$ cat src/rtl/stopwatch_pkg.sv
// Shared types and default timing constants for the BCD stopwatch.
package stopwatch_pkg;

   typedef enum logic [1:0] {
      ST_IDLE  = 2'd0,
      ST_RUN   = 2'd1,
      ST_PAUSE = 2'd2
   } sw_state_t;

   typedef logic [3:0] bcd_t;

   localparam int unsigned DEF_CLK_HZ          = 48000000;
   localparam int unsigned DEF_TICK_HZ         = 1;
   localparam int unsigned DEF_DEBOUNCE_CYCLES = 480000;

   localparam bcd_t BCD_NINE = 4'd9;

endpackage

$ cat src/rtl/btn_debounce.sv
// Button conditioner: 2-flop synchronizer, stability debouncer and press-edge pulse.
module btn_debounce
   import stopwatch_pkg::*;
#(
   parameter int unsigned DEBOUNCE_CYCLES = DEF_DEBOUNCE_CYCLES
) (
   input  logic clk,
   input  logic rst_n,
   input  logic btn_n,
   output logic press
);

   localparam int unsigned CW = (DEBOUNCE_CYCLES > 1) ? $clog2(DEBOUNCE_CYCLES) : 1;
   localparam logic [CW-1:0] CNT_TC = CW'(DEBOUNCE_CYCLES - 1);

   logic          sync_q1;
   logic          sync_q2;
   logic          level;
   logic          level_q;
   logic [CW-1:0] cnt;

   // cnt tracks how long sync_q2 has disagreed with level; any agreement restarts it
   always_ff @(posedge clk or negedge rst_n) begin
      if (!rst_n) begin
         sync_q1 <= 1'b1;
         sync_q2 <= 1'b1;
         level   <= 1'b1;
         level_q <= 1'b1;
         cnt     <= '0;
         press   <= 1'b0;
      end else begin
         sync_q1 <= btn_n;
         sync_q2 <= sync_q1;
         level_q <= level;
         press   <= level_q & ~level;
         if (sync_q2 == level) begin
            cnt <= '0;
         end else if (cnt == CNT_TC) begin
            level <= sync_q2;
            cnt   <= '0;
         end else begin
            cnt <= cnt + CW'(1);
         end
      end
   end

endmodule

$ cat src/rtl/bcd_stopwatch.sv
// Two-digit BCD seconds stopwatch with debounced start/stop and clear buttons.
//
// state    | meaning
// ST_IDLE  | cleared, digits 00, prescaler 0, waiting for start
// ST_RUN   | prescaler counting, digits advance each tick
// ST_PAUSE | prescaler and digits frozen, start resumes
module bcd_stopwatch
   import stopwatch_pkg::*;
#(
   parameter int unsigned CLK_HZ          = DEF_CLK_HZ,
   parameter int unsigned TICK_HZ         = DEF_TICK_HZ,
   parameter int unsigned DEBOUNCE_CYCLES = DEF_DEBOUNCE_CYCLES
) (
   input  logic clk,
   input  logic rst_n,
   input  logic btn_start_n,
   input  logic btn_clear_n,
   output bcd_t tens,
   output bcd_t ones,
   output logic digits_valid,
   output logic running,
   output logic wrap
);

   localparam int unsigned DIV = CLK_HZ / TICK_HZ;
   localparam int unsigned PW  = $clog2(DIV);
   localparam logic [PW-1:0] PRE_TC = PW'(DIV - 1);

   sw_state_t     state;
   sw_state_t     state_nxt;
   logic [PW-1:0] presc;
   logic          start_press;
   logic          clr_press;
   logic          tick;

   btn_debounce #(.DEBOUNCE_CYCLES(DEBOUNCE_CYCLES)) u_db_start (
      .clk   (clk),
      .rst_n (rst_n),
      .btn_n (btn_start_n),
      .press (start_press)
   );

   btn_debounce #(.DEBOUNCE_CYCLES(DEBOUNCE_CYCLES)) u_db_clear (
      .clk   (clk),
      .rst_n (rst_n),
      .btn_n (btn_clear_n),
      .press (clr_press)
   );

   assign tick    = (state == ST_RUN) && (presc == PRE_TC);
   assign running = (state == ST_RUN);

   always_ff @(posedge clk or negedge rst_n) begin
      if (!rst_n) state <= ST_IDLE;
      else        state <= state_nxt;
   end

   always_comb begin
      state_nxt = state;
      if (clr_press) begin
         state_nxt = ST_IDLE;
      end else if (start_press) begin
         case (state)
            ST_IDLE:  state_nxt = ST_RUN;
            ST_RUN:   state_nxt = ST_PAUSE;
            ST_PAUSE: state_nxt = ST_RUN;
            default:  state_nxt = ST_IDLE;
         endcase
      end
   end

   // >= 9 compares keep the digits inside 0..9 even from a corrupted value
   always_ff @(posedge clk or negedge rst_n) begin
      if (!rst_n) begin
         tens         <= '0;
         ones         <= '0;
         presc        <= '0;
         digits_valid <= 1'b0;
         wrap         <= 1'b0;
      end else begin
         digits_valid <= 1'b0;
         wrap         <= 1'b0;
         if (clr_press) begin
            tens         <= '0;
            ones         <= '0;
            presc        <= '0;
            digits_valid <= 1'b1;
         end else if (state == ST_RUN) begin
            if (tick) begin
               presc        <= '0;
               digits_valid <= 1'b1;
               if (ones >= BCD_NINE) begin
                  ones <= '0;
                  if (tens >= BCD_NINE) begin
                     tens <= '0;
                     wrap <= 1'b1;
                  end else begin
                     tens <= tens + 4'd1;
                  end
               end else begin
                  ones <= ones + 4'd1;
               end
            end else begin
               presc <= presc + PW'(1);
            end
         end
      end
   end

endmodule
$ cat config.mk
export PLATFORM = sky130hd
export DESIGN_NAME = bcd_stopwatch
export DESIGN_NICKNAME = d
export VERILOG_FILES = /design/src/rtl/stopwatch_pkg.sv /design/src/rtl/btn_debounce.sv /design/src/rtl/bcd_stopwatch.sv
export SDC_FILE = /design/constraint.sdc
export NUM_CORES = 1
export LEC_CHECK = 0
export CAP_MARGIN = 30
export CORE_MARGIN = 2
export CORE_UTILIZATION = 50
export CTS_CLUSTER_SIZE = 30
export DETAILED_ROUTE_END_ITERATION = 10
export PLACE_DENSITY_LB_ADDON = 0.12
export SETUP_SLACK_MARGIN = 0.2
export SLEW_MARGIN = 20
export SYNTH_ARGS = -nofsm -noshare
export SYNTH_HDL_FRONTEND = slang
export SYNTH_HIERARCHICAL = 1
export SYNTH_SLANG_ARGS = --single-unit
$ cat constraint.sdc
create_clock -name clk -period 4.29 [get_ports clk]
set_clock_uncertainty 0.05 [all_clocks]
set_input_delay 0.429 -clock clk [delete_from_list [all_inputs] [get_ports clk]]
set_output_delay 0.429 -clock clk [all_outputs]
set_load 0.02 [all_outputs]
* Word level (Yosys, flattened, before mapping)
Index checks and enable logic that the tools add are counted.
** Word-level totals
- Input bits :: 4
- Word-level logic and storage cells :: 76
- Register bits after elaboration :: 86
- Output and inout bits :: 11
** Operators by class
- Magnitude comparators :: 2
- Reduce and logical (&&, ||, !) cells :: 11
- Multiplexer cells :: 27
- Add/sub/neg operators :: 5
- Eq/ne operators :: 7
- Bitwise gates (word level) :: 6
** Operators by type and width (number)
- $mux 26 :: 3
- $mux 19 :: 4
- $add 19x1->19 const B :: 2
- $eq 19x19->1 const B :: 2
- $mux 4 :: 9
- $add 26x1->26 const B :: 1
- $eq 26x26->1 const B :: 1
- $add 4x1->4 const B :: 2
- $ge 4x4->1 const B :: 2
- $mux 1 :: 8
- $reduce_bool 2->1 :: 4
- $reduce_and 2->1 :: 3
- $mux 2 :: 2
- $not 1->1 :: 4
- $pmux 2 s2 :: 1
- $reduce_and 3->1 :: 1
- $and 1x1->1 :: 2
- $eq 1x1->1 :: 2
- $eq 2x1->1 const B :: 1
- $eq 2x2->1 const B :: 1
- $logic_not 2->1 :: 1
- $reduce_or 2->1 :: 1
- $logic_and 1x1->1 :: 1

* Depth between registers and ports, before layout
- Depth in word-level cells :: 6
- Mapped depth :: 8
- Mapped depth without buffers :: 7

* Cells and area by module
The synthesis kept the hierarchy.
** Modules (own cells, without submodules)
- btn_debounce :: times used 2, cells an instance 107, area each 1129.8 um2, sequential area each 605.6 um2
- bcd_stopwatch :: times used 1, cells an instance 220, area each 2052.0 um2, sequential area each 950.9 um2

* Worst setup path before layout
No wires, ideal clock.
- Path type :: register to register
- Start :: register presc[17]
- End :: register ones[3]
- Period minus slack after synthesis :: 2.513 ns
- Data required time :: 4.162 ns
- Path buffers :: 1
- Arrival time :: 2.385 ns
- Cell stages (with the launch flop) :: 7
- Setup slack :: 1.777 ns
- Setup time :: 0.078 ns
- Path through :: dfrtp_1 > or4b_1 > or4_4 > or3_1 > buf_6 > or3_1 > a21oi_1
** On the way
- Word-level cells in the longest chain between the ends :: 4
** RTL lines
- start, declared :: line bcd_stopwatch.sv:31 : logic [PW-1:0] presc;
- start signal, assigned :: line bcd_stopwatch.sv:104 : presc <= presc + PW'(1);
- $eq 26x26->1 :: line bcd_stopwatch.sv:50 : assign tick = (state == ST_RUN) && (presc == PRE_TC);
- $logic_and 1x1->1 :: line bcd_stopwatch.sv:50
- $reduce_bool 2->1 (no line)
- $reduce_and 2->1 (no line)
- end signal, assigned :: line bcd_stopwatch.sv:101 : ones <= ones + 4'd1;
- end, declared :: line bcd_stopwatch.sv:19 : output bcd_t ones,
No other way between the ends.
A chain may end at the register's enable or synchronous reset.

* Final worst setup path
- Start :: register presc[17]
- End :: register presc[3]
** On the way
- Word-level cells in the longest chain between the ends :: 5
** RTL lines
- $eq 26x26->1 :: line bcd_stopwatch.sv:50
- $logic_and 1x1->1 :: line bcd_stopwatch.sv:50
- $mux 26 :: line bcd_stopwatch.sv:89 : if (tick) begin
- $mux 26 :: line bcd_stopwatch.sv:88 : end else if (state == ST_RUN) begin
- $mux 26 :: line bcd_stopwatch.sv:83 : if (clr_press) begin
No other way between the ends. The select of a mux whose other input is x is not followed.

==> impl_metrics.ini <==
[floorplanning]
die_w_um = 96.9
io_pins = 15
core_area_um2 = 8300
die-area_um2 = 9380
die_h_um = 96.9
rows = 33
start_util_pct = 52.0

[clocking]
cts_setup_buffers = 0
cts_root_buf = clkbuf_8
clk_pin_slew_ns = 0.09
cts_tree = yes
insertion_delay_ns = 0.35
clockBufferDepth = 2
clock-sinks = 86
h-tree-depth = 3
cts_buffers = 9

[sta]
setup_viol = 0
hold_viol = 0
rsz0062_at_grt = no
max_freq_ghz = 0.336
setup_tns_ns = 0
drv_slew = 0
worst_slack_ns = 1.31
min_period_ns = 2.98
finalCritPeriodShare_pct = 69.4
worst_pin_slew_ns = 0.867
maxSlewHeadroom_pct = 42.1

[worst_setup_path]
critPathArrivalTime_ns = 3.13
max_stage_delay_ns = 0.64
crit_type = flip-flop to flip-flop
end_kind = flip-flop
crit_slowest_cell = nand2_1
path_cells = or4b_1, or4_4, or3_1, nand2_1, nor2_1
critical_path.top_delay_family = simple AND/OR/NAND/NOR gates
required_ns = 4.44
crit_path_start_kind = flip-flop
cp_max_fo = 24
cp_num_buf_inv = 0

[detailed_routing]
route.vias.total = 3145
drt-initial-drc-count = 124
viasPerCell = 5.61
drc = 0
wl_per_cell_um = 14.2
routed_wl_um = 7990
drtPass1Iterations = 5
antenna_left = 0

[final_layout]
fillCellCount = 731
multi_input_area_um2 = 2050
nets = 464
final_cell_area_um2 = 4820
antenna_cells = 0
seqCellArea_um2 = 2160
syn2layout_area_growth_pct = 11.8
drive_gt1_share_pct = 9.65

[yosys]
synth_cells = 434
synthesis.area_um2 = 4310
ys_seq_area_share_pct = 50.1
syn_nets = 447
syn_avg_cell_area_um2 = 9.93
async_reset_ff_share_pct = 100
synth.most_common_cell = dfrtp_1
synth.top_cell.area_share_pct = 45.3
ys_ff_latch = 86
synth.area.top_cells = dfrtp_1 (45%), xor2_1 (7.3%), nor2_1 (5.4%)
synth_ff_type = dfrtp_1
ys_top_cells_by_count = dfrtp_1 (78), nor2_1 (62), xor2_1 (36)
yosys.area.top_type = dfrtp_1
synth_cell_type_count = 51
synth_warnings = 6
synth_edf_count = 0

[pwr]
leakage_nw = 2.02
p_per_area_nw_per_um2 = 320
ir_drop_v = 0.000237
p_total_mw = 1.54

[global_routing]
grt_overflow = 0
grt_max_degree = 53
grt-busiest-layer = met2
use_met1_pct = 24.4
grt_util_all_layers_pct = 18.1
grt_antenna_before_repair = 0
gr-usage-met2_pct = 29.5
grt_pass1_vias = 3052
grt_pass1_wl_um = 14200
grt_use_met3_pct = 4.55

[hold_path]
min_path_type = flip-flop to flip-flop

[placed_design]
place.gp.congestion = 0.938
dp_slack_ns = 1.29
hpwl_um = 5480
placed_area_um2 = 4570
port_buffers = 14

[run_status]
status = complete, no violations

[job]
max_cap_viol_count = 0
-- what timing repair did --
action                                 4_1_cts  5_1_grt
hold buffers                                 1        0
endpoints found under the hold margin       34        0
resized for setup                            0        0
-- routing by layer --
layer	vias up	routed length, um
li1	1562	-
met1	1526	3890
met2	47	3780
met3	10	227
met4	0	97
met5	-	0
-- area by class of cell --
type                       count  area share (%)
clock inverter                 7            2.52
inverter                      15            1.17
tap                          105            2.72
clock buffer                   9            2.57
multi-input combinational    322            42.4
sequential                    86            44.8
timing repair buffer          17            3.74
-- state kept, by name, summed over array words and instances, names as in the netlist, 2 cells and up --
signal          flops
ones                4
presc              26
state               2
tens                4
u_db_clear/cnt     19
u_db_start/cnt     19
-- cell families after synthesis --
| group | Yosys count | synth area share (%) |
|---|---|---|
| and+or+nand+nor | 216 | 27.3 |
| buffers and inverters | 26 | 2.61 |
| AOI/OAI and AO/OA | 42 | 5.95 |
| DFF | 86 | 50.1 |
| muxes | 4 | 1.02 |
| adders and majority gates | 9 | 2.61 |
| xor gates and xnor gates | 51 | 10.4 |
-- power by group --
group / switching [mW] / internal [mW] / total [mW]
Combinational: 0.0257 / 0.0105 / 0.0362
Clock: 0.293 / 0.388 / 0.682
Sequential: 0.00576 / 0.818 / 0.824
Total: 0.325 / 1.22 / 1.54
-- final timing paths --
path	start	to	slack (ns)	cells after the start
setup / recovery	presc[17]	presc[3]	1.31	5
hold / removal	u_db_clear/sync_q1	u_db_clear/sync_q2	0.31	0
setup reg to reg	presc[17]	presc[3]	1.31	5
hold reg to reg	u_db_clear/sync_q1	u_db_clear/sync_q2	0.31	0
max in group asynchronous	rst_n	u_db_clear/level	3.00	3
min in group asynchronous	rst_n	wrap	0.52	2
-- metrics by stage --
stage          util [%]  hold WS, ns  instances
2_1_floorplan         -       0.0834        434
3_3_place_gp       54.6        0.297        542
3_5_place_dp       55.0        0.297        544
4_1_cts            58.1        0.311        561
5_1_grt            58.1        0.319        561
6_report           58.1        0.311        561
-- cell usage in the layout (no fill, tap or decap), drive strengths merged, types with 4 or more instances in the layout --
master and n:
nand4 17, and2 4, dfstp 8, nand3 36, nor4 9, a21oi 18
and3 7, o21ai 11, inv 16, nor2 62, dfrtp 78, o31ai 6
xor2 36, ha 9, or4 9, nand4b 4, xnor2 15, nor3 9
clkbuf 9, or2 5, nand2 28, or3 11, clkdlybuf4s50 13
Power figures use the tool's default switching activity.
